### config.mk
export PLATFORM = sky130hd
export DESIGN_NAME = wb_commit_unit
export DESIGN_NICKNAME = d
export VERILOG_FILES = /design/src/rtl/wb_pkg.sv /design/src/rtl/wb_load_fifo.sv /design/src/rtl/wb_commit_unit.sv
export SDC_FILE = /design/constraint.sdc
export NUM_CORES = 1
export LEC_CHECK = 0
export CAP_MARGIN = 10
export CORE_MARGIN = 2
export CORE_UTILIZATION = 35
export DETAILED_ROUTE_END_ITERATION = 16
export GPL_TIMING_DRIVEN = 0
export PLACE_DENSITY = 0.68
export SLEW_MARGIN = 10
export SYNTH_ARGS = -nofsm -noshare
export SYNTH_HDL_FRONTEND = slang
export SYNTH_SLANG_ARGS = --single-unit
### constraint.sdc
create_clock -name clk -period 3.2 [get_ports clk]
set_clock_uncertainty 0.05 [all_clocks]
set_input_delay 0.64 -clock clk [delete_from_list [all_inputs] [get_ports clk]]
set_output_delay 0.64 -clock clk [all_outputs]
set_load 0.02 [all_outputs]
### src/rtl/wb_pkg.sv
// Shared widths and payload types for the register-file writeback path.
package wb_pkg;

    localparam int unsigned XLEN = 32;
    localparam int unsigned NREG = 32;
    localparam int unsigned AW   = 5;

    typedef logic [AW-1:0] reg_addr_t;

    typedef struct packed {
        reg_addr_t         rd;
        logic [XLEN-1:0]   data;
    } wb_entry_t;

    function automatic logic [NREG-1:0] reg_onehot(input reg_addr_t r);
        return NREG'(1) << r;
    endfunction

endpackage

### src/rtl/wb_load_fifo.sv
// Small FIFO holding load results until the register file write port is free.
module wb_load_fifo
    import wb_pkg::*;
#(
    parameter int unsigned LQ_DEPTH = 2,
    localparam int unsigned PW = $clog2(LQ_DEPTH),
    localparam int unsigned CW = PW + 1
) (
    input  logic          clk,
    input  logic          rst,
    input  logic          push,
    input  wb_entry_t     push_entry,
    input  logic          pop,
    output wb_entry_t     head_c,
    output logic          empty_c,
    output logic [CW-1:0] count
);

    wb_entry_t     mem [LQ_DEPTH];
    logic [PW-1:0] wr_ptr;
    logic [PW-1:0] rd_ptr;
    logic          do_push;
    logic          do_pop;

    assign empty_c = (count == '0);
    assign head_c  = mem[rd_ptr];
    assign do_push = push && (count < CW'(LQ_DEPTH));
    assign do_pop  = pop && !empty_c;

    // Storage needs no reset; occupancy is tracked by count.
    always_ff @(posedge clk) begin
        if (do_push) begin
            mem[wr_ptr] <= push_entry;
        end
    end

    // Pointers wrap naturally because LQ_DEPTH is a power of two.
    always_ff @(posedge clk or negedge rst) begin
        if (!rst) begin
            wr_ptr <= '0;
            rd_ptr <= '0;
            count  <= '0;
        end else begin
            if (do_push) begin
                wr_ptr <= wr_ptr + PW'(1);
            end
            if (do_pop) begin
                rd_ptr <= rd_ptr + PW'(1);
            end
            case ({do_push, do_pop})
                2'b10:   count <= count + CW'(1);
                2'b01:   count <= count - CW'(1);
                default: count <= count;
            endcase
        end
    end

endmodule

### src/rtl/wb_commit_unit.sv
// Register-file write-port owner: ALU-first arbitration against buffered loads,
// plus a busy scoreboard of registers with outstanding loads.
module wb_commit_unit
    import wb_pkg::*;
#(
    parameter int unsigned LQ_DEPTH = 2,
    localparam int unsigned CW = $clog2(LQ_DEPTH) + 1
) (
    input  logic            clk,
    input  logic            rst,
    input  logic            alu_valid,
    input  logic [AW-1:0]   alu_rd,
    input  logic [XLEN-1:0] alu_data,
    input  logic            ld_issue,
    input  logic [AW-1:0]   ld_issue_rd,
    input  logic            ld_valid,
    output logic            ld_ready,
    input  logic [AW-1:0]   ld_rd,
    input  logic [XLEN-1:0] ld_data,
    output logic            rf_write,
    output logic [AW-1:0]   rf_addr,
    output logic [XLEN-1:0] rf_data,
    output logic [NREG-1:0] busy,
    output logic [CW-1:0]   lq_count
);

    logic            push;
    logic            pop;
    wb_entry_t       push_entry;
    wb_entry_t       head_c;
    logic            empty_c;
    logic [NREG-1:0] busy_next;

    // Acceptance looks only at registered occupancy, never at a same-cycle pop.
    assign ld_ready   = (lq_count < CW'(LQ_DEPTH));
    assign push       = ld_valid && ld_ready;
    assign pop        = !alu_valid && !empty_c;
    assign push_entry = {ld_rd, ld_data};

    wb_load_fifo #(
        .LQ_DEPTH (LQ_DEPTH)
    ) u_load_fifo (
        .clk        (clk),
        .rst        (rst),
        .push       (push),
        .push_entry (push_entry),
        .pop        (pop),
        .head_c     (head_c),
        .empty_c    (empty_c),
        .count      (lq_count)
    );

    // A new issue to the same register outranks the retiring load's clear.
    always_comb begin
        busy_next = busy;
        if (pop) begin
            busy_next = busy_next & ~reg_onehot(head_c.rd);
        end
        if (ld_issue) begin
            busy_next = busy_next | reg_onehot(ld_issue_rd);
        end
        busy_next[0] = 1'b0;
    end

    always_ff @(posedge clk or negedge rst) begin
        if (!rst) begin
            busy <= '0;
        end else begin
            busy <= busy_next;
        end
    end

    // Write port: ALU wins, otherwise drain the load FIFO; x0 never writes.
    always_ff @(posedge clk or negedge rst) begin
        if (!rst) begin
            rf_write <= 1'b0;
            rf_addr  <= '0;
            rf_data  <= '0;
        end else if (alu_valid) begin
            rf_write <= (alu_rd != '0);
            rf_addr  <= alu_rd;
            rf_data  <= alu_data;
        end else if (pop) begin
            rf_write <= (head_c.rd != '0);
            rf_addr  <= head_c.rd;
            rf_data  <= head_c.data;
        end else begin
            rf_write <= 1'b0;
        end
    end

endmodule

== Yosys cells after proc, flatten, opt, wreduce, memory -nomap -nowiden ==
Memory sizes are Yosys's and may differ from the RTL's.
Index checks and enable logic that the tools add are counted.
Storage, ports and cells
  output and inout bits: 73
  memory bits (writable): 74
  memories: 1
  input bits: 84
  logic and storage cells: 42
  register bits after elaboration: 73
Operators by class
  add/subtract/negate cells: 4
  shift-type cells: 2
  mux-type cells: 11
  bitwise logic cells: 3
  magnitude comparators: 1
  reduce and logical (&&, ||, !) cells: 11
  equal/unequal tests: 2
Memory list
  u_load_fifo.mem: words 2, bits a word 37, read ports 1, clocked after memory_dff 0, wr ports 1, RTL line wb_load_fifo.sv:19  | wb_entry_t mem [LQ_DEPTH];
Operators by type and width (count)
  $mux 32: 4
  $shl 1x5->32 const A: 2
  $and 32x32->32: 1
  $not 32->32: 1
  $or 32x32->32: 1
  $mux 5: 2
  $reduce_bool 5->1: 2
  $logic_and 1x1->1: 4
  $mux 1: 4
  $pmux 2 s2: 1
  $reduce_bool 2->1: 2
  $add 1x1->1 const B: 2
  $add 2x1->2 const B: 1
  $eq 2x1->1 const B: 1
  $eq 2x2->1 const B: 1
  $logic_not 1->1: 2
  $logic_not 2->1: 1
  $lt 2x2->1 const B: 1
  $sub 2x1->2 const B: 1

== Logic depth before layout (Yosys ltp) ==
Gate-level depths: netlist (run 1).
An unclocked memory read counts as a cell.
  depth in word-level cells: 7
  depth in mapped cells: 8
  gate-level depth less buffers: 6

== Modules after synthesis ==
A second synthesis (run 1) with hierarchy kept.
Second synthesis, totals
  cell total of the unflattened synthesis: 434
  area, all modules: 6093.3 sq um
Modules (own cells, without submodules)
  wb_commit_unit: seq. area each 1726.7 sq um, cells each 302, instances 1, area an instance 3153.0 sq um
  wb_load_fifo: seq. area each 2322.2 sq um, cells each 132, instances 1, area an instance 2940.3 sq um

== Worst setup path after synthesis (run 1) ==
OpenSTA, ideal clock, no wires.
  path kind: flip-flop to flip-flop
  start: reg u_load_fifo.count[1]
  end: mem u_load_fifo.mem[0][0] (netlist bit), enable pin
  stages on the path, launching flop included: 4
  period minus slack after synthesis: 2.945 ns
  data arrival time: 2.464 ns
  path buffers: 0
  required time: 2.719 ns
  setup slack: 0.255 ns
  setup time: 0.431 ns
  path through: dfrtp_1 inv_1 nand2_1 nor2_1
On the way
  word-level cells in the longest chain between the ends: 5
Ends and longest elaborated chain
  start, declared: RTL line wb_load_fifo.sv:16  | output logic [CW-1:0] count
  start signal, assigned: RTL line wb_load_fifo.sv:51  | 2'b10: count <= count + CW'(1);
  start signal, assigned: RTL line wb_load_fifo.sv:52  | 2'b01: count <= count - CW'(1);
  start signal, assigned: RTL line wb_load_fifo.sv:53  | default: count <= count;
  $lt 2x2->1 (*): RTL line wb_commit_unit.sv:35  | assign ld_ready = (lq_count < CW'(LQ_DEPTH));
  via ld_ready: RTL line wb_commit_unit.sv:17  | output logic ld_ready,
  $logic_and 1x1->1: RTL line wb_commit_unit.sv:36  | assign push = ld_valid && ld_ready;
  $logic_and 1x1->1 (*): RTL line wb_load_fifo.sv:27  | assign do_push = push && (count < CW'(LQ_DEPTH));
  $mux 1 (*): RTL line wb_load_fifo.sv:32  | if (do_push) begin
  $mux 1 (not written as such) (*): RTL line wb_load_fifo.sv:33  | mem[wr_ptr] <= push_entry;
  end, declared: RTL line wb_load_fifo.sv:19
The timed path passes the listed nets; every way through them passes the cells marked *.

== Worst setup path in the final report (run 1) ==
  start: reg u_load_fifo.count[1]
  end: out ld_ready
On the way
  word-level cells in the longest chain between the ends: 1
Ends and longest elaborated chain (RTL line)
  $lt 2x2->1: wb_commit_unit.sv:35
  end, declared: wb_commit_unit.sv:17
Every way passes these cells.

==> metrics, run 1 <==
status=completed; # fillers=1575; Post-Syn Nets=574; top_reg_cell synth=edfxtp_1; count of unique library cells instantiated by Yosys=40; Vias per Instance=roughly 5; boundary pin count=157; Max Buffers Root-to-Sink=2; Finished Core Util=0.4943; Num CTS Buffers=17; Final Cell Area=8910 sq um; # rows=about 50; most common cell in the netlist=edfxtp_1; Max Slew Vio Count=0; Tightest Pin Transition=0.9432 ns; worst-skew pair later-pin latency=0.42 ns; Hold/Removal Path Class=in2async; DRT antenna net count=0; Net Sw Power=0.002196 W; P_leak=3.493 nW; setup violators final=0; Area contributors post-synth=edfxtp_1 (35%), dfrtp_1 (28%), mux2_2 (6.5%), mux2i_1 (5.6%), nand2_1 (3.2%); Final Power=0.006917 W; share of layout cells above drive strength 1=0.1519; CP Data Required Time=~2.5 ns; Starting DRT DRC Count=between 200 and 250; Crit. End Element=output pin; Initial Utilization=0.3571; Seq/Total Area, Yosys=0.6290; # clock sinks=around 150; # DRC=0; final wirelength=16610 um; Multi-input gate area=2078 sq um; crit path launch type=flip-flop; syn_area_per_cell=between 10 and 15 sq um; dpl cell area=roughly 8300 sq um; routed len/inst=~18 um; largest net degree at the start of global routing=50; Post-synth EDFFs=between 70 and 80; antenna violations before repair=0; Post-synth top cells=edfxtp_1 (74), dfrtp_1 (73), nand2_1 (55), o21ai_0 (40), mux2_2 (37); RSZ-0062 raised after global routing=false; pwr/cell area=776.3 nW/um^2; RR Startpoint=u_load_fifo.count[0]; Area Growth Syn to Fin=38.41%; H-Tree Depth=4; synth warn=0; min cycle time layout=2.335 ns; final hold violation count=0; Post-CTS Hold Buffers=0; Internal Power=between 0.004 and 0.005 W; CTS tree=built; Core Area=18020 sq um; Clk pwr share=0.279; slew margin rel.=0.3699; Antenna diodes=0; critical path type=reg2out; first-pass GRT wire length=between 20000 and 30000 um; flops & latches, synth=about 150; VDD IR-drop max=0.0004299 V; register area=approximately 4000 sq um; Root Driver=clkbuf_16; Reg clk slew, reported paths=0.06 ns; post-DP HPWL=12170 um; gr usage total=0.1726; CTS resizes=0; share of Yosys cell area claimed by the top area cell type=0.3452; timing-limited maximum frequency=around 0.43 GHz; critical path launch point=u_load_fifo.count[1]; # port buffers=154; Sequential Power Share=0.371; DR vias=between 4000 and 5000; DIE HEIGHT=roughly 140 um; Switching Share=0.3175; Cells after Synth=between 400 and 500; Async SR Flop Fraction=0.4966; Pre-antenna DRT Iters=4; vias in the first global route=4799; crit-path max FO=4; Cell Area, Synth=6437 sq um; Comb power frac=0.350; total congestion overflow=0; period utilization=0.7297; chip width=139.6 um; routability cong.=0.8016; Critical Path AT=1.65 ns; max_cap viols=0; # nets final=750; die area=between 15000 and 20000 sq um; Post-CTS Setup Inserts=0; largest area contributor in the netlist=edfxtp_1
==> metal layers <==
layer | vias up | share of wire | GRT usage
li1 | 2140 | - | -
met2 | 162 | 0.50 | 0.2915
met1 | 2290 | 0.41 | 0.2036
met3 | 29 | 0.070 | 0.05816
met5 | - | 0 | 0
met4 | 0 | 0.019 | 0.06842
==> path summary, 6_finish.rpt <==
check	end	slack [ns]	depth (start not counted)
min in group clk	rf_addr[4]	0.51	2
worst max-delay path	ld_ready	0.86	2
worst min register to register	rf_addr[4]	0.51	2
worst min-delay path	busy[25]	0.08	1
max in group asynchronous	rf_addr[0]	2.42	2
worst max register to register	u_load_fifo.count[1]	1.36	7
==> cell type report <==
cell class	instances	area share
timing repair buffer	157	0.1803
clock inverter	12	0.01503
inverter	33	0.01390
multi-input combinational	282	0.2333
clock buffer	20	0.04901
sequential	147	0.4544
tap	229	0.03216
buffer	27	0.02191
==> power groups by stage <==
stage | clock, W | combinational [W] | sequential (W)
after floorplan | 0 | 0.00132 | 0.00279
after global placement | 0 | 0.00237 | 0.00260
after detailed placement | 0 | 0.00244 | 0.00260
after CTS | 0.00196 | 0.00245 | 0.00257
after global routing | 0.00205 | 0.00259 | 0.00261
final | 0.00193 | 0.00242 | 0.00257
==> worst max-delay path, stage by stage, from the launching register on <==
cell             delay [ns]
dfrtp_1                0.44
inv_1                  0.16
clkdlybuf4s50_1        0.62
==> cell usage in the layout (no fill, tap or decap), types with 3 or more instances in the layout <==
| cell | instances |
|---|---|
| or3b_4 | 3 |
| inv_1 | 33 |
| dfrtp_1 | 73 |
| o211ai_1 | 18 |
| clkdlybuf4s50_1 | 153 |
| a32oi_1 | 15 |
| nand2_1 | 55 |
| clkinv_2 | 3 |
| edfxtp_1 | 74 |
| nand3_1 | 18 |
| buf_2 | 4 |
| buf_1 | 3 |
| clkbuf_1 | 11 |
| o21ai_0 | 40 |
| and3b_1 | 5 |
| clkbuf_16 | 17 |
| mux2i_1 | 36 |
| a211oi_2 | 7 |
| nand3b_1 | 6 |
| nor3b_1 | 4 |
| o21ai_1 | 12 |
| xnor2_1 | 5 |
| mux2_2 | 37 |
| or3b_1 | 3 |
| buf_12 | 3 |
| clkinv_4 | 4 |
| buf_6 | 9 |
==> metrics by stage <==
stage / std cells / hold WS [ns] / setup slack, ns / setup TNS, ns
floorplan: 489 / 0.2944 / 0.2550 / 0
global placement: 872 / 0.4284 / -1.362 / -144.53
detailed placement: 875 / 0.4934 / 0.8812 / 0
CTS: 907 / 0.08846 / 0.8431 / 0
global route: 907 / 0.09459 / 0.8087 / 0
finish: 907 / 0.07889 / 0.8649 / 0
==> logic make-up (layout without fill, tap and decap cells) <==
family | after synthesis | count (layout) | share of synthesized area
AO/OA/AOI/OAI | 96 | 96 | 0.1026
XOR/XNOR | 5 | 5 | 0.006802
adder cells (fa/ha/maj) | 1 | 1 | 0.001943
buffers and inverters | 60 | 249 | 0.04956
flip-flops | 147 | 147 | 0.6290
multiplexers | 74 | 74 | 0.1242
other | 1 | 1 | 0.0005825
AND/OR/NAND/NOR | 105 | 105 | 0.08533
==> flip-flops by register name, summed over array words and instances, names as in the netlist <==
signal,cells
rf_write,1
u_load_fifo.count,2
rf_data,32
busy,31
u_load_fifo.wr_ptr,1
rf_addr,5
u_load_fifo.mem,74
u_load_fifo.rd_ptr,1
Power figures use the tool's default switching activity.
==> run 2, diff against run 1 <==
PLACE_DENSITY = 0.7   (was 0.68)
clock period = 1.95 ns   (was 3.2 ns; I/O delays follow)
==> metrics, run 2 (synthesis gave the netlist of run 1 again) <==
critical path depth=1; crit-path max FO=3; Clk pwr share=0.283; max FFs per register=74; Multi-input gate area=2093 sq um; # port buffers=154; dpl cell area=8299 sq um; # rows=49; Tightest Pin Transition=0.9151 ns; status=completed; H-Tree Depth=4; CP Data Required Time=between 1.5 and 2 ns; routability cong.=~0.80; Vias per Instance=5.129; gr usage total=0.1778; Sequential Power Share=0.370; Antenna diodes=0; Final Cell Area=a little under 9000 sq um; Pre-antenna DRT Iters=4; Net Sw Power=0.003782 W; Reg clk slew, reported paths=about 0.070 ns; worst hold slack=0.3237 ns; Max Slew Vio Count=0; placed cells=between 800 and 900; Initial Utilization=0.3571; # nets final=approximately 750; P_leak=3.506 nW; crit path cell chain=clkdlybuf4s50_1; Non-Filler Instances=908; PnR worst setup slack=roughly 0.049 ns; Comb power frac=0.347; DP Worst Slack=-0.4839 ns; Switching Share=0.3307; Root Driver=clkbuf_16; min cycle time layout=1.901 ns; share of layout cells above drive strength 1=0.1561; boundary pin count=approximately 160; post-DP HPWL=12000 um; # clock sinks=147; DR vias=4657; Area Growth Syn to Fin=38.70%; Max Buffers Root-to-Sink=2; crit path launch type=flip-flop; Max stage delay on crit path=0.63 ns; Starting DRT DRC Count=212; critical path type=reg2out; CP max-delay cell=clkdlybuf4s50_1; RSZ-0062 raised after global routing=false; VDD IR-drop max=0.0006429 V; setup violators final=0; DIE HEIGHT=139.6 um; chip width=139.6 um; timing-limited maximum frequency=0.5261 GHz; R2R Setup Slk=0.11 ns; final hold violation count=0; first-pass GRT wire length=26640 um; Hold/Removal Path Class=in2reg; Core Area=~18000 sq um; DRT antenna net count=0; antenna violations before repair=0; Internal Power=0.007656 W; Num CTS Buffers=17; total congestion overflow=0; most frequent cells in the layout=clkdlybuf4s50_1 (151), edfxtp_1 (74), dfrtp_1 (73); die area=approximately 19000 sq um; largest net degree at the start of global routing=58; worst-skew pair later-pin latency=0.42 ns; RR Startpoint=u_load_fifo.count[0]; Buf/Inv on CP=1; final wirelength=16860 um; register area=4049 sq um; r2r endpoint=u_load_fifo.count[1]; top cell family by delay on the critical path=buffers and inverters; routed len/inst=18.57 um; max_cap viols=0; Top Registers=u_load_fifo.mem: 74 flops, rf_data: 32 flops, busy: 31 flops; crit path to=busy[11]; CTS tree=built; pwr/cell area=1281 nW/um^2; period utilization=0.9748; Crit. End Element=output pin; vias in the first global route=4920; R2R cell count=7; # DRC=0; slew margin rel.=0.3886; Reg with most FFs=u_load_fifo.mem; critical path launch point=busy[11]; setup_tns=0 ns; commonest non-fill, non-tap cell in the layout=clkdlybuf4s50_1; # fillers=1565; Critical Path AT=1.46 ns
-- run 2: worst min path at each step --
stage / slack, ns / depth (start not counted) / start / end
after CTS: 0.31 / 2 / rst / busy[17]
after global routing: 0.33 / 2 / alu_valid / rf_data[25]
after global placement: 0.48 / 2 / busy[13] / busy[13]
after floorplan: 0.04 / 0 / rst / busy[10]
after detailed placement: 0.22 / 1 / rst / busy[10]
final: 0.32 / 2 / alu_valid / rf_data[14]
-- run 2: what timing repair did --
| item | 4_1_cts | 5_1_grt |
|---|---|---|
| pin swaps | 0 | 1 |
| gates cloned | 1 | 0 |
| hold endpoints to repair | 16 | 0 |
| hold buffers | 1 | 0 |
| buffers inserted | 0 | 1 |
| setup endpoints to repair | 39 | 56 |
| resized for setup | 3 | 1 |
-- run 2: layout make-up --
type / instances / area share
Buffer: 27 / 0.02186
Clock buffer: 17 / 0.04765
Clock inverter: 15 / 0.01808
Inverter: 33 / 0.01387
Multi-Input combinational cell: 283 / 0.2344
Sequential cell: 147 / 0.4535
Tap cell: 229 / 0.03209
Timing Repair Buffer: 157 / 0.1785
-- run 2: per-stage QoR --
step,util,power [W]
final,0.4953,0.01144
after global routing,0.4953,0.01202
after CTS,0.4940,0.01153
after detailed placement,0.4604,0.008242
after global placement,0.4590,0.008129
after floorplan,-,0.006748
-- run 2: per-layer routing --
layer  vias to the layer above  global-route usage  part of all wire
met3                        23             0.06882             0.097
li1                       2143                   -                 -
met2                       187              0.3083              0.50
met5                         -                   0                 0
met1                      2304              0.2038              0.39
met4                         0             0.05474             0.014
-- run 2: power groups by stage --
stage / logic [W] / registers [W] / clock network [W]
2_1_floorplan: 0.00218 / 0.00457 / 0
3_3_place_gp: 0.00388 / 0.00425 / 0
3_5_place_dp: 0.00396 / 0.00428 / 0
4_1_cts: 0.00399 / 0.00424 / 0.00330
5_1_grt: 0.00427 / 0.00429 / 0.00345
6_report: 0.00397 / 0.00423 / 0.00324
